==> src/rtl/alu_pkg.sv <==
// Shared encodings for the sequential ALU: opcodes, FSM states, flag bit positions.
// Latency: n/a (package, no logic).
// Backpressure: n/a.
package alu_pkg;

    localparam logic [2:0] ALU_ADD = 3'b000;
    localparam logic [2:0] ALU_SUB = 3'b001;
    localparam logic [2:0] ALU_OR  = 3'b010;
    localparam logic [2:0] ALU_AND = 3'b011;
    localparam logic [2:0] ALU_XOR = 3'b100;
    localparam logic [2:0] ALU_SHL = 3'b101;
    localparam logic [2:0] ALU_SHR = 3'b110;
    localparam logic [2:0] ALU_MUL = 3'b111;

    typedef enum logic [1:0] {
        S_IDLE = 2'd0,
        S_BUSY = 2'd1,
        S_DONE = 2'd2
    } state_t;

    localparam int FLG_Z = 0;
    localparam int FLG_N = 1;
    localparam int FLG_C = 2;
    localparam int FLG_V = 3;

    function automatic logic is_shift(input logic [2:0] op);
        return (op == ALU_SHL) || (op == ALU_SHR);
    endfunction

endpackage

==> src/rtl/alu_iter_unit.sv <==
// Iterative shift / shift-add multiply datapath; one bit per step, owner drives start/step.
// Latency: shifts take k steps, multiply takes WIDTH steps; done flags the final step.
// Backpressure: none; the owning FSM only steps while busy. Multiplier exists only with ALU_MUL_EN.
module alu_iter_unit
    import alu_pkg::*;
#(
    parameter int WIDTH = 18
) (
    input  logic                     clk,
    input  logic                     rst,
    input  logic                     start,
    input  logic                     step,
    input  logic [2:0]               op,
    input  logic [WIDTH-1:0]         src,
    input  logic [$clog2(WIDTH)-1:0] amt,
`ifdef ALU_MUL_EN
    input  logic [WIDTH-1:0]         mplr,
`endif
    output logic                     done,
    output logic [WIDTH-1:0]         res,
    output logic                     cout
);

    localparam int SHW = $clog2(WIDTH);
    // One extra bit so the counter can hold WIDTH for multiply as well as any shift amount.
    localparam int CW  = SHW + 1;

    logic [WIDTH-1:0] work;
    logic [CW-1:0]    cnt;
    logic             is_shr;
    logic [WIDTH-1:0] nxt_work;
    logic             nxt_last;

`ifdef ALU_MUL_EN
    logic             is_mul;
    logic [WIDTH-1:0] hi;
    logic [WIDTH-1:0] mcand;
    logic [WIDTH:0]   addend;
    logic [WIDTH:0]   psum;
    logic [WIDTH-1:0] nxt_hi;
`endif

    // Working register: load operands on start, advance one bit per step.
    always_ff @(posedge clk) begin
        if (rst) begin
            work   <= '0;
            cnt    <= '0;
            is_shr <= 1'b0;
`ifdef ALU_MUL_EN
            is_mul <= 1'b0;
            hi     <= '0;
            mcand  <= '0;
`endif
        end else if (start) begin
            work   <= src;
            cnt    <= {1'b0, amt};
            is_shr <= (op == ALU_SHR);
`ifdef ALU_MUL_EN
            is_mul <= (op == ALU_MUL);
            hi     <= '0;
            mcand  <= src;
            if (op == ALU_MUL) begin
                work <= mplr;
                cnt  <= CW'(WIDTH);
            end
`endif
        end else if (step && (cnt != '0)) begin
            work <= nxt_work;
            cnt  <= cnt - CW'(1);
`ifdef ALU_MUL_EN
            hi   <= nxt_hi;
`endif
        end
    end

    // Next-step value; the owner captures it directly on the final step, so the
    // bit shifted out last never needs its own register.
    always_comb begin
        nxt_work = is_shr ? {1'b0, work[WIDTH-1:1]} : {work[WIDTH-2:0], 1'b0};
        nxt_last = is_shr ? work[0] : work[WIDTH-1];
        cout     = nxt_last;
`ifdef ALU_MUL_EN
        addend = work[0] ? {1'b0, mcand} : '0;
        psum   = {1'b0, hi} + addend;
        nxt_hi = psum[WIDTH:1];
        if (is_mul) begin
            nxt_work = {psum[0], work[WIDTH-1:1]};
            cout     = |nxt_hi;
        end
`endif
        res  = nxt_work;
        done = (cnt == CW'(1));
    end

endmodule

==> src/rtl/alu_seq.sv <==
// Handshaked ALU (ADD/SUB/OR/AND/XOR/SHL/SHR/MUL) with Z/N/C/V flags; ALU_MUL_EN enables the multiplier.
// Latency: 1 cycle for logic/arith and zero shifts, k+1 for shifts by k, WIDTH+1 for multiply.
// Backpressure: result held in DONE until out_ready; in_ready only in IDLE, so at most one op per 2 cycles.
module alu_seq
    import alu_pkg::*;
#(
    parameter int WIDTH = 18
) (
    input  logic             clk,
    input  logic             rst,
    input  logic             in_valid,
    output logic             in_ready,
    input  logic [WIDTH-1:0] a,
    input  logic [WIDTH-1:0] b,
    input  logic [2:0]       op,
    output logic             out_valid,
    input  logic             out_ready,
    output logic [WIDTH-1:0] result,
    output logic             z,
    output logic             n,
    output logic             c,
    output logic             v
);

    localparam int SHW = $clog2(WIDTH);

    state_t           state;
    state_t           state_nxt;
    logic             accept;
    logic             use_iter;
    logic             busy;
    logic             iter_start;
    logic             iter_done;
    logic [WIDTH-1:0] iter_res;
    logic             iter_cout;
    logic [WIDTH:0]   sum;
    logic [WIDTH:0]   diff;
    logic [WIDTH-1:0] imm_res;
    logic             imm_c;
    logic             imm_v;
    logic [3:0]       flg;

    // Shifts by a nonzero amount (and multiply, when built) go through the iterative unit.
    always_comb begin
        use_iter = is_shift(op) && (b[SHW-1:0] != '0);
`ifdef ALU_MUL_EN
        if (op == ALU_MUL) begin
            use_iter = 1'b1;
        end
`endif
    end

    // Single-cycle result and carry/overflow; shifts by zero pass A through unchanged.
    always_comb begin
        sum     = {1'b0, a} + {1'b0, b};
        diff    = {1'b0, a} - {1'b0, b};
        imm_res = '0;
        imm_c   = 1'b0;
        imm_v   = 1'b0;
        case (op)
            ALU_ADD: begin
                imm_res = sum[WIDTH-1:0];
                imm_c   = sum[WIDTH];
                imm_v   = (a[WIDTH-1] == b[WIDTH-1]) && (sum[WIDTH-1] != a[WIDTH-1]);
            end
            ALU_SUB: begin
                imm_res = diff[WIDTH-1:0];
                imm_c   = diff[WIDTH];
                imm_v   = (a[WIDTH-1] != b[WIDTH-1]) && (diff[WIDTH-1] != a[WIDTH-1]);
            end
            ALU_OR:  imm_res = a | b;
            ALU_AND: imm_res = a & b;
            ALU_XOR: imm_res = a ^ b;
            ALU_SHL,
            ALU_SHR: imm_res = a;
            default: imm_res = '0;
        endcase
    end

    // FSM state register.
    always_ff @(posedge clk) begin
        if (rst) begin
            state <= S_IDLE;
        end else begin
            state <= state_nxt;
        end
    end

    // FSM next state and handshake outputs.
    always_comb begin
        state_nxt = state;
        in_ready  = (state == S_IDLE) && !rst;
        out_valid = (state == S_DONE);
        accept    = in_valid && in_ready;
        busy      = (state == S_BUSY);
        case (state)
            S_IDLE: if (accept) state_nxt = use_iter ? S_BUSY : S_DONE;
            S_BUSY: if (iter_done) state_nxt = S_DONE;
            S_DONE: if (out_ready) state_nxt = S_IDLE;
            default: state_nxt = S_IDLE;
        endcase
    end

    assign iter_start = accept && use_iter;

    alu_iter_unit #(
        .WIDTH (WIDTH)
    ) u_iter (
        .clk   (clk),
        .rst   (rst),
        .start (iter_start),
        .step  (busy),
        .op    (op),
        .src   (a),
        .amt   (b[SHW-1:0]),
`ifdef ALU_MUL_EN
        .mplr  (b),
`endif
        .done  (iter_done),
        .res   (iter_res),
        .cout  (iter_cout)
    );

    // Output registers: load on a single-cycle accept or on the final iterative step, else hold.
    always_ff @(posedge clk) begin
        if (rst) begin
            result <= '0;
            flg    <= '0;
        end else if (accept && !use_iter) begin
            result       <= imm_res;
            flg[FLG_Z]   <= (imm_res == '0);
            flg[FLG_N]   <= imm_res[WIDTH-1];
            flg[FLG_C]   <= imm_c;
            flg[FLG_V]   <= imm_v;
        end else if (busy && iter_done) begin
            result       <= iter_res;
            flg[FLG_Z]   <= (iter_res == '0);
            flg[FLG_N]   <= iter_res[WIDTH-1];
            flg[FLG_C]   <= iter_cout;
            flg[FLG_V]   <= 1'b0;
        end
    end

    assign z = flg[FLG_Z];
    assign n = flg[FLG_N];
    assign c = flg[FLG_C];
    assign v = flg[FLG_V];

endmodule

==> config.mk <==
export PLATFORM = sky130hd
export DESIGN_NAME = alu_seq
export DESIGN_NICKNAME = d
export VERILOG_FILES = /design/src/rtl/alu_pkg.sv /design/src/rtl/alu_iter_unit.sv /design/src/rtl/alu_seq.sv
export SDC_FILE = /design/constraint.sdc
export NUM_CORES = 1
export LEC_CHECK = 0
export CAP_MARGIN = 0
export CORE_MARGIN = 2
export CORE_UTILIZATION = 25
export DETAILED_ROUTE_END_ITERATION = 12
export PLACE_DENSITY_LB_ADDON = 0.1
export SKIP_CTS_REPAIR_TIMING = 1
export SLEW_MARGIN = 25
export SYNTH_ARGS = -nofsm -noshare
export SYNTH_HDL_FRONTEND = slang
export SYNTH_HIERARCHICAL = 1
export SYNTH_SLANG_ARGS = --single-unit
==> constraint.sdc <==
create_clock -name clk -period 4.2 [get_ports clk]
set_input_delay 1.26 -clock clk [delete_from_list [all_inputs] [get_ports clk]]
set_output_delay 1.26 -clock clk [all_outputs]
set_load 0.01 [all_outputs]
# --- Word-level counts from Yosys, hierarchy flattened ---
# Cells that the tools add are included.
op_classes:
  n_eq_ne: 16
  reduce_logical: 23
  addsub: 3
  n_mux: 18
  n_bitwise: 3
op_table:
  columns: ["op", "count"]
  rows:
  - ["18-bit one-hot mux with 6 select lines", 1]
  - ["18-bit two-way mux", 5]
  - ["18-bit logical NOT", 2]
  - ["18-bit by 18-bit adder with 19-bit output", 1]
  - ["18-bit by 18-bit subtractor with 19-bit output", 1]
  - ["18-bit AND", 1]
  - ["18-bit OR", 1]
  - ["18-bit XOR", 1]
  - ["5-bit two-way mux", 2]
  - ["3-bit == test, second input constant", 3]
  - ["1-bit logical AND", 9]
  - ["2-bit two-way mux", 4]
  - ["4-bit two-way mux", 2]
  - ["3-bit by 2-bit == test with 1-bit output, second input constant", 2]
  - ["6-bit by 1-bit == test with 1-bit output, second input constant", 1]
  - ["2-bit one-hot mux with 3 select lines", 1]
  - ["6-bit nonzero test", 1]
  - ["6-bit by 1-bit subtractor with 6-bit output, second input constant", 1]
  - ["5-bit nonzero test", 1]
  - ["2-bit by 1-bit != test with 1-bit output, second input constant", 2]
  - ["1-bit one-hot mux with 2 select lines", 2]
  - ["2-bit nonzero test", 2]
  - ["2-bit OR reduction", 2]
  - ["3-bit by 1-bit == test with 1-bit output, second input constant", 1]
  - ["11 further kinds", 14]
word_totals:
  input_bits: 43
  ff_bits: 49

# --- Longest topological paths before layout ---
# Gate-level depths: netlist of run 1.
depth:
  ltp_word: 6
  ltp_mapped: 13
  ltp_nobuf: 13

# --- Cells and area by module ---
# The synthesis of run 1 kept the hierarchy.
modules_own_cells:
  columns: ["mod", "area_per_inst_um2", "cells_per_inst", "n_inst", "seq_area_each_um2"]
  rows:
  - ["alu_seq", 4496.8, 660, 1, 460.4]
  - ["alu_iter_unit", 1750.4, 199, 1, 500.5]

# --- Least setup slack after synthesis of run 1 ---
# OpenSTA, ideal clock, no wires.
synth_timing:
  kind: "in2reg"
  start: "input a[0]"
  end: "register flg[0]"
  stages: 11
  n_path_buf: 0
  t_arrival_ps: 3608
  path_slack_ps: 533
  cell_sequence: "ha_1 -> inv_1 -> fa_1 -> nand2b_1 -> a211oi_1 -> o21ai_1 -> a31oi_1 -> o221ai_1 -> a222oi_1 -> nor4b_2 -> a31o_1"
synth_between:
  elab_chain_cells: 4
synth_lines:
  columns: ["element", "line", "rtl"]
  rows:
  - ["from (decl)", "alu_seq.sv:13", "input logic [WIDTH-1:0] a,"]
  - ["18-bit by 18-bit subtractor with 19-bit output, or another cell as far along", "alu_seq.sv:56", "diff = {1'b0, a} - {1'b0, b};"]
  - ["18-bit one-hot mux with 6 select lines (*)", "alu_seq.sv:60", "case (op)"]
  - ["18-bit logical NOT (*)", "alu_seq.sv:131", "flg[FLG_Z] <= (imm_res == '0);"]
  - ["4-bit two-way mux (*)", "alu_seq.sv:129", "end else if (accept && !use_iter) begin"]
  - ["to (signal, indexed assignment)", "alu_seq.sv:131", null]
  - ["to (signal, indexed assignment)", "alu_seq.sv:132", "flg[FLG_N] <= imm_res[WIDTH-1];"]
  - ["to (signal, indexed assignment)", "alu_seq.sv:133", "flg[FLG_C] <= imm_c;"]
  - ["to (decl)", "alu_seq.sv:41", "logic [3:0] flg;"]
# Every way passes the cells marked *; elsewhere a longest branch is shown, timed or not.
# A chain may end at the register's enable or synchronous reset.

# --- Worst setup path after layout of run 1 ---
layout_timing:
  start: "input a[8]"
  end: "register flg[1]"
layout_between:
  elab_chain_cells: 3
layout_lines:
  columns: ["element", "line"]
  rows:
  - ["18-bit by 18-bit subtractor with 19-bit output or 18-bit by 18-bit adder with 19-bit output (tied branches)", "alu_seq.sv:56, alu_seq.sv:55"]
  - ["18-bit one-hot mux with 6 select lines (*)", "alu_seq.sv:60"]
  - ["4-bit two-way mux (*)", "alu_seq.sv:129"]
# Marked as above.

==> flow_summary.yaml, run 1 <==
placed_design:
  place_ws_ns: -0.368
  numPlacedInstances: 1347
  dp_hpwl_um: 20400
  io_buffers: 66
  place_area_um2: 8240
  gp_congestion: 0.865
routing:
  wl_per_cell_um: 19.3
  drtIter0Drc: 492
  drt-total-wl_um: 26100
  via_per_inst: 5.20
  drtPass1Iterations: 5
  vias: 7050
  drc: 0
  ant_nets: 0
finish:
  stdcell_count: 1356
  layout_common_cells: "buf_4 (162), nand2_1 (83), a21oi_1 (74)"
  layout-drive-gt1-share_pct: 24.4
  final_common_cell: "buf_4"
  finalInstanceArea_um2: 8550
  antennaDiodeCount: 0
  nFillCells: 2645
  syn_to_final_growth_pct: 36.8
  finish.net_count: 1139
logic_synthesis:
  ys_seq_elements: 48
  synth_compound_area_share_pct: 34.7
  synthMuxAreaShare_pct: 5.31
  synth_area_leader_cell: "dfxtp_1"
  synthFlopType: "dfxtp_1"
  avgSynthCellArea_um2: 7.27
  synth.top_cell.area_share_pct: 15.4
  async_flop_share_pct: 0
  synth_edf_count: 0
  synthesis.instances: 859
  synth_top_family_by_area: "compound AO/OA/AOI/OAI gates"
  yosys.area_share.simple_pct: 21.9
  synth-xor-area-share_pct: 0.701
  ys_seq_area_share_pct: 15.4
  syn-num-nets: 966
  synth.area.top_cells: "dfxtp_1 (15%), ha_1 (12%), a21oi_1 (6.2%)"
  synthesis.area_um2: 6250
  synth_warnings: 6
  synth-adder-area-share_pct: 13.4
  synthDistinctLibCells: 85
clock_network:
  clkLatencyLatePin_ns: 0.30
  clkSinkCount: 48
  cts_tree: "built"
  clk_pin_slew_ns: 0.07
  htree_levels: 2
  numCtsBuffers: 5
  root_buffer: "clkbuf_16"
  clock_path_buffers: 2
global_route:
  track_usage_pct: 19.9
  grt_pass1_vias: 7047
  overflow: 0
  antenna_found_initial: 0
  grt_pass1_wl_um: 41000
  grt_max_degree: 51
critical_path:
  cp_slowest_stage_delay_ns: 0.55
  rrSetupSlack_ns: 1.63
  cp_max_fo: 4
  criticalPathCategory: "input port to flop"
  cp.required_ns: 4.40
  cp-end-kind: "flop"
  crit_chain: "clkdlybuf4s50_1, inv_1, ha_1, inv_1, o211ai_1, nand4b_1, o21ai_4, o31ai_4, o41ai_1, o2bb2ai_2, buf_4, nor2_1, a311oi_1"
  arrival_ns: 4.30
  cp-start-kind: "input port"
  worst-path-buf-inv: 4
  cp_common_cell: "inv_1"
  critPathTopFamily: "compound AO/OA/AOI/OAI gates"
  cp_slowest_cell: "clkdlybuf4s50_1"
power_and_ir_drop:
  power_density_nw_per_um2: 229
  switching_share_pct: 39.9
  combPwrFrac_pct: 52.2
  pwr-share-seq_pct: 27.6
  intPower_mw: 1.18
  p_leak_nw: 3.55
  switching_power_uw: 781
  vdd_drop_max_uv: 130
  clock_power_share_pct: 20.3
timing:
  fin_skew_ns: 0.00576
  fin_crit_sh_pct: 97.7
  tightest_slew_ns: 0.914
  finalSetupViolations: 0
  tns_ns: 0
  report.final.slew_viol_count: 0
  worst_slack_ns: 0.0978
  fmax_ghz: 0.244
  period_minus_slack_ns: 4.10
  maxSlewHeadroom_pct: 39.1
  hold_viol: 0
  timing.hold.ws_ns: 0.491
die:
  dieArea_um2: 26300
  die_x_um: 162
  num_rows: 57
  boundaryPins: 67
  start_util_pct: 25.5
  die_h_um: 162
  coreArea_um2: 24500
job:
  drv_cap: 0
hold_path:
  hold_path.class: "flop to flop"
outcome:
  status: "finished clean"
==> registers in the layout, summed over array words and instances (netlist names) <==
name,flops
u_iter/cnt,6
result,17
flg,4
state,2
u_iter/work,18
u_iter/is_shr,1
==> per-layer routing <==
layer / GRT usage [%] / wire length [um]
met5: 0 / 0
met4: 2.82 / 342
met3: 2.15 / 1000
met2: 33.5 / 12200
met1: 28.0 / 12500
==> power by group through the flow <==
stage	combinational, mW	clock [mW]	sequential, mW
finish	1.02	0.398	0.540
CTS	0.987	0.407	0.539
global route	1.12	0.433	0.546
detailed placement	0.980	0	0.549
floorplan	0.546	0	0.541
global placement	0.990	0	0.549
==> worst paths after layout <==
| path | from | endpoint | cells past startpoint |
|---|---|---|---|
| worst min register to register | state[1] | state[0] | 1 |
| worst max register to register | u_iter/is_shr | flg[0] | 6 |
| worst min-delay path | state[1] | state[0] | 1 |
| worst max-delay path | a[8] | flg[1] | 13 |
==> worst register-to-register path: stages (launching register included) <==
cell	delay, ns
dfxtp_1	0.91
mux2_2	0.45
or4_1	0.58
nor3_1	0.22
a21oi_1	0.07
nor3_1	0.17
a31o_1	0.12
==> cell type report <==
| type | count | area (um2) | share of cell area, % |
|---|---|---|---|
| sequential | 48 | 961 | 11.2 |
| clock inverter | 1 | 5.00 | 0.0586 |
| inverter | 64 | 240 | 2.81 |
| multi-input combinational | 684 | 4920 | 57.5 |
| tap | 324 | 405 | 4.74 |
| clock buffer | 6 | 129 | 1.51 |
| timing repair buffer | 229 | 1890 | 22.1 |
==> logic make-up (layout without fill, tap and decap cells) <==
group / Yosys count / in the layout
AND/OR/NAND/NOR: 278 / 278
XOR/XNOR: 5 / 5
multiplexers: 30 / 30
buffers and inverters: 127 / 300
flip-flops: 48 / 48
adder cells (fa/ha/maj): 66 / 66
AO/OA/AOI/OAI: 305 / 305
==> synth_stat cells (6+ instances only) <==
| cell | instances |
|---|---|
| a311oi_1 | 8 |
| a22oi_1 | 8 |
| o21ai_0 | 46 |
| a31oi_1 | 21 |
| mux2_2 | 25 |
| nand3_1 | 33 |
| nor2b_1 | 15 |
| o21bai_1 | 21 |
| and2_1 | 6 |
| nand4_1 | 7 |
| clkbuf_1 | 37 |
| o221ai_1 | 8 |
| nor3_1 | 21 |
| nand2_1 | 83 |
| nor4_1 | 6 |
| inv_1 | 62 |
| o211ai_2 | 12 |
| a21oi_1 | 77 |
| and3_1 | 6 |
| a211oi_1 | 15 |
| nand2b_1 | 12 |
| a211o_1 | 6 |
| nor2_1 | 63 |
| buf_2 | 14 |
| a221oi_1 | 6 |
| dfxtp_1 | 48 |
| o211ai_1 | 17 |
| ha_1 | 62 |
==> metrics by stage <==
| stage | utilization (%) | power [mW] |
|---|---|---|
| floorplan | - | 1.09 |
| global placement | 33.7 | 1.54 |
| detailed placement | 33.7 | 1.53 |
| CTS | 34.2 | 1.93 |
| global route | 34.9 | 2.10 |
| finish | 34.9 | 1.96 |
Power figures use the tool's default switching activity.
==> run 2: changes to the inputs <==
--- a/config.mk
+++ b/config.mk
@@ -11,7 +11,6 @@
 export DETAILED_ROUTE_END_ITERATION = 12
 export PLACE_DENSITY_LB_ADDON = 0.1
 export SKIP_CTS_REPAIR_TIMING = 1
-export SLEW_MARGIN = 25
 export SYNTH_ARGS = -nofsm -noshare
 export SYNTH_HDL_FRONTEND = slang
 export SYNTH_HIERARCHICAL = 1
==> results of run 2 <==
No change in the layout: final DEF, timing and power equal those of run 1.
==> run 3: changes to the inputs <==
--- a/config.mk
+++ b/config.mk
@@ -10,6 +10,7 @@
 export CORE_UTILIZATION = 25
 export DETAILED_ROUTE_END_ITERATION = 12
 export PLACE_DENSITY_LB_ADDON = 0.1
+export REMOVE_ABC_BUFFERS = 1
 export SKIP_CTS_REPAIR_TIMING = 1
 export SYNTH_ARGS = -nofsm -noshare
 export SYNTH_HDL_FRONTEND = slang
==> run 3 against run 2 <==
Effect of this change:
- combinational power is essentially flat
- flip-flop and latch count is the same
- worst hold slack worse by 0.0071 ns
- critical endpoint is now flg[0]
==> flow_summary.yaml, run 3 (same netlist as run 1, synthesis figures left out) <==
outcome:
  status: "finished clean"
die:
  boundaryPins: 67
  num_rows: 57
  die_h_um: 162
  coreArea_um2: 24500
  dieArea_um2: 26300
  start_util_pct: 25.5
  die_x_um: 162
critical_path:
  cp.required_ns: 4.45
  cp-start-kind: "input port"
  cp_slowest_cell: "clkdlybuf4s50_1"
  cp_max_fo: 6
  rrSetupSlack_ns: 1.64
  cp-end-kind: "flop"
  r2r-start: "u_iter/cnt[2]"
  arrival_ns: 4.30
  critPathTopFamily: "compound AO/OA/AOI/OAI gates"
  r2r-end: "result[10]"
  worst-path-buf-inv: 4
  crit_chain: "clkdlybuf4s50_1, inv_1, ha_1, buf_4, nor2b_1, o21ai_1, buf_4, a21oi_2, a21oi_2, a221o_1, a222oi_1, nor4b_2, a31o_1"
  cp_slowest_stage_delay_ns: 0.53
  r2r_cells: 7
  criticalPathCategory: "input port to flop"
global_route:
  overflow: 0
  grt_pass1_vias: 7038
  track_usage_pct: 19.5
  grt_max_degree: 51
  grt_pass1_wl_um: 40400
  antenna_found_initial: 0
hold_path:
  hold_depth: 2
  hold_path.class: "flop to flop"
  worstHoldEndpoint: "result[15]"
  hold_start: "result[15]"
routing:
  wl_per_cell_um: 19.1
  drc: 0
  via_per_inst: 5.22
  ant_nets: 0
  drtPass1Iterations: 5
  drt-total-wl_um: 26000
  drtIter0Drc: 478
  vias: 7110
finish:
  antennaDiodeCount: 0
  regMostFlops: "u_iter/work"
  largest_register_ff_count: 18
  layout_common_cells: "buf_4 (165), nand2_1 (83), a21oi_1 (71)"
  fin_util_pct: 35.3
  final_common_cell: "buf_4"
  layout-drive-gt1-share_pct: 25.5
  stdcell_count: 1361
  top_regs: "u_iter/work x18, result x17, u_iter/cnt x6"
  finish.net_count: 1143
  syn_to_final_growth_pct: 38.3
clock_network:
  numCtsBuffers: 5
  clk_pin_slew_ns: 0.08
  clkSinkCount: 48
  clock_path_buffers: 2
  clkLatencyLatePin_ns: 0.30
  cts_tree: "built"
  htree_levels: 2
  root_buffer: "clkbuf_16"
placed_design:
  dp_hpwl_um: 20600
  place_ws_ns: -0.439
  numPlacedInstances: 1351
  gp_congestion: 0.917
  io_buffers: 66
timing:
  tns_ns: 0
  worst_slack_ns: 0.151
  fin_crit_sh_pct: 96.4
  fin_skew_ns: 0.0127
  report.final.slew_viol_count: 0
  rsz0062_at_grt: "yes"
  finalSetupViolations: 0
  maxSlewHeadroom_pct: 40.8
  tightest_slew_ns: 0.887
  hold_viol: 0
  period_minus_slack_ns: 4.05
  fmax_ghz: 0.247
power_and_ir_drop:
  power_mw: 2.05
  vdd_drop_max_uv: 119
  p_leak_nw: 3.60
  power_density_nw_per_um2: 238
job:
  drv_cap: 0
run 3: worst max path at each step:
stage | to | slack (ns) | cells after the start | startpoint
6_report | flg[0] | 0.15 | 13 | a[2]
5_1_grt | flg[0] | -0.04 | 13 | a[2]
4_1_cts | flg[0] | -0.14 | 15 | a[0]
3_5_place_dp | flg[0] | -0.44 | 15 | a[0]
3_3_place_gp | flg[0] | -0.38 | 15 | a[0]
2_1_floorplan | flg[0] | 0.50 | 11 | b[4]
run 3: final cells by class:
type / count / area (um2)
Clock buffer: 6 / 139
Clock inverter: 2 / 38.8
Fill cell: 2615 / 15800
Inverter: 64 / 240
Multi-Input combinational cell: 684 / 4920
Sequential cell: 48 / 961
Tap cell: 324 / 405
Timing Repair Buffer: 233 / 1940
run 3: power by group:
part | total (mW) | switching [mW] | internal, mW | leakage (nW)
logic | 1.02 | 0.556 | 0.466 | 3.12
registers | 0.539 | 0.0412 | 0.498 | 0.392
clock network | 0.493 | 0.194 | 0.299 | 0.0871
run 3: stage by stage:
| stage | area, um2 | hold WS [ns] |
|---|---|---|
| detailed placement | 8280 | 0.477 |
| CTS | 8460 | 0.490 |
| global route | 8640 | 0.529 |
| finish | 8640 | 0.484 |
| floorplan | 5950 | 0.436 |
| global placement | 8280 | 0.480 |
run 3: worst reg2reg max path: cells and delay by family, from the launching register on:
family / cells / cell delay [ns]
buffers and inverters: 1 / 0.26
AOI/OAI and AO/OA: 1 / 0.24
and+or+nand+nor: 5 / 1.56
DFF: 1 / 0.38
run 3: layer usage:
| metal | vias to the layer above | GRT usage, % | wire, um |
|---|---|---|---|
| met2 | 162 | 31.3 | 11600 |
| li1 | 3512 | - | - |
| met1 | 3401 | 27.3 | 12800 |
| met5 | - | 0 | 0 |
| met3 | 35 | 2.81 | 938 |
| met4 | 0 | 4.95 | 664 |
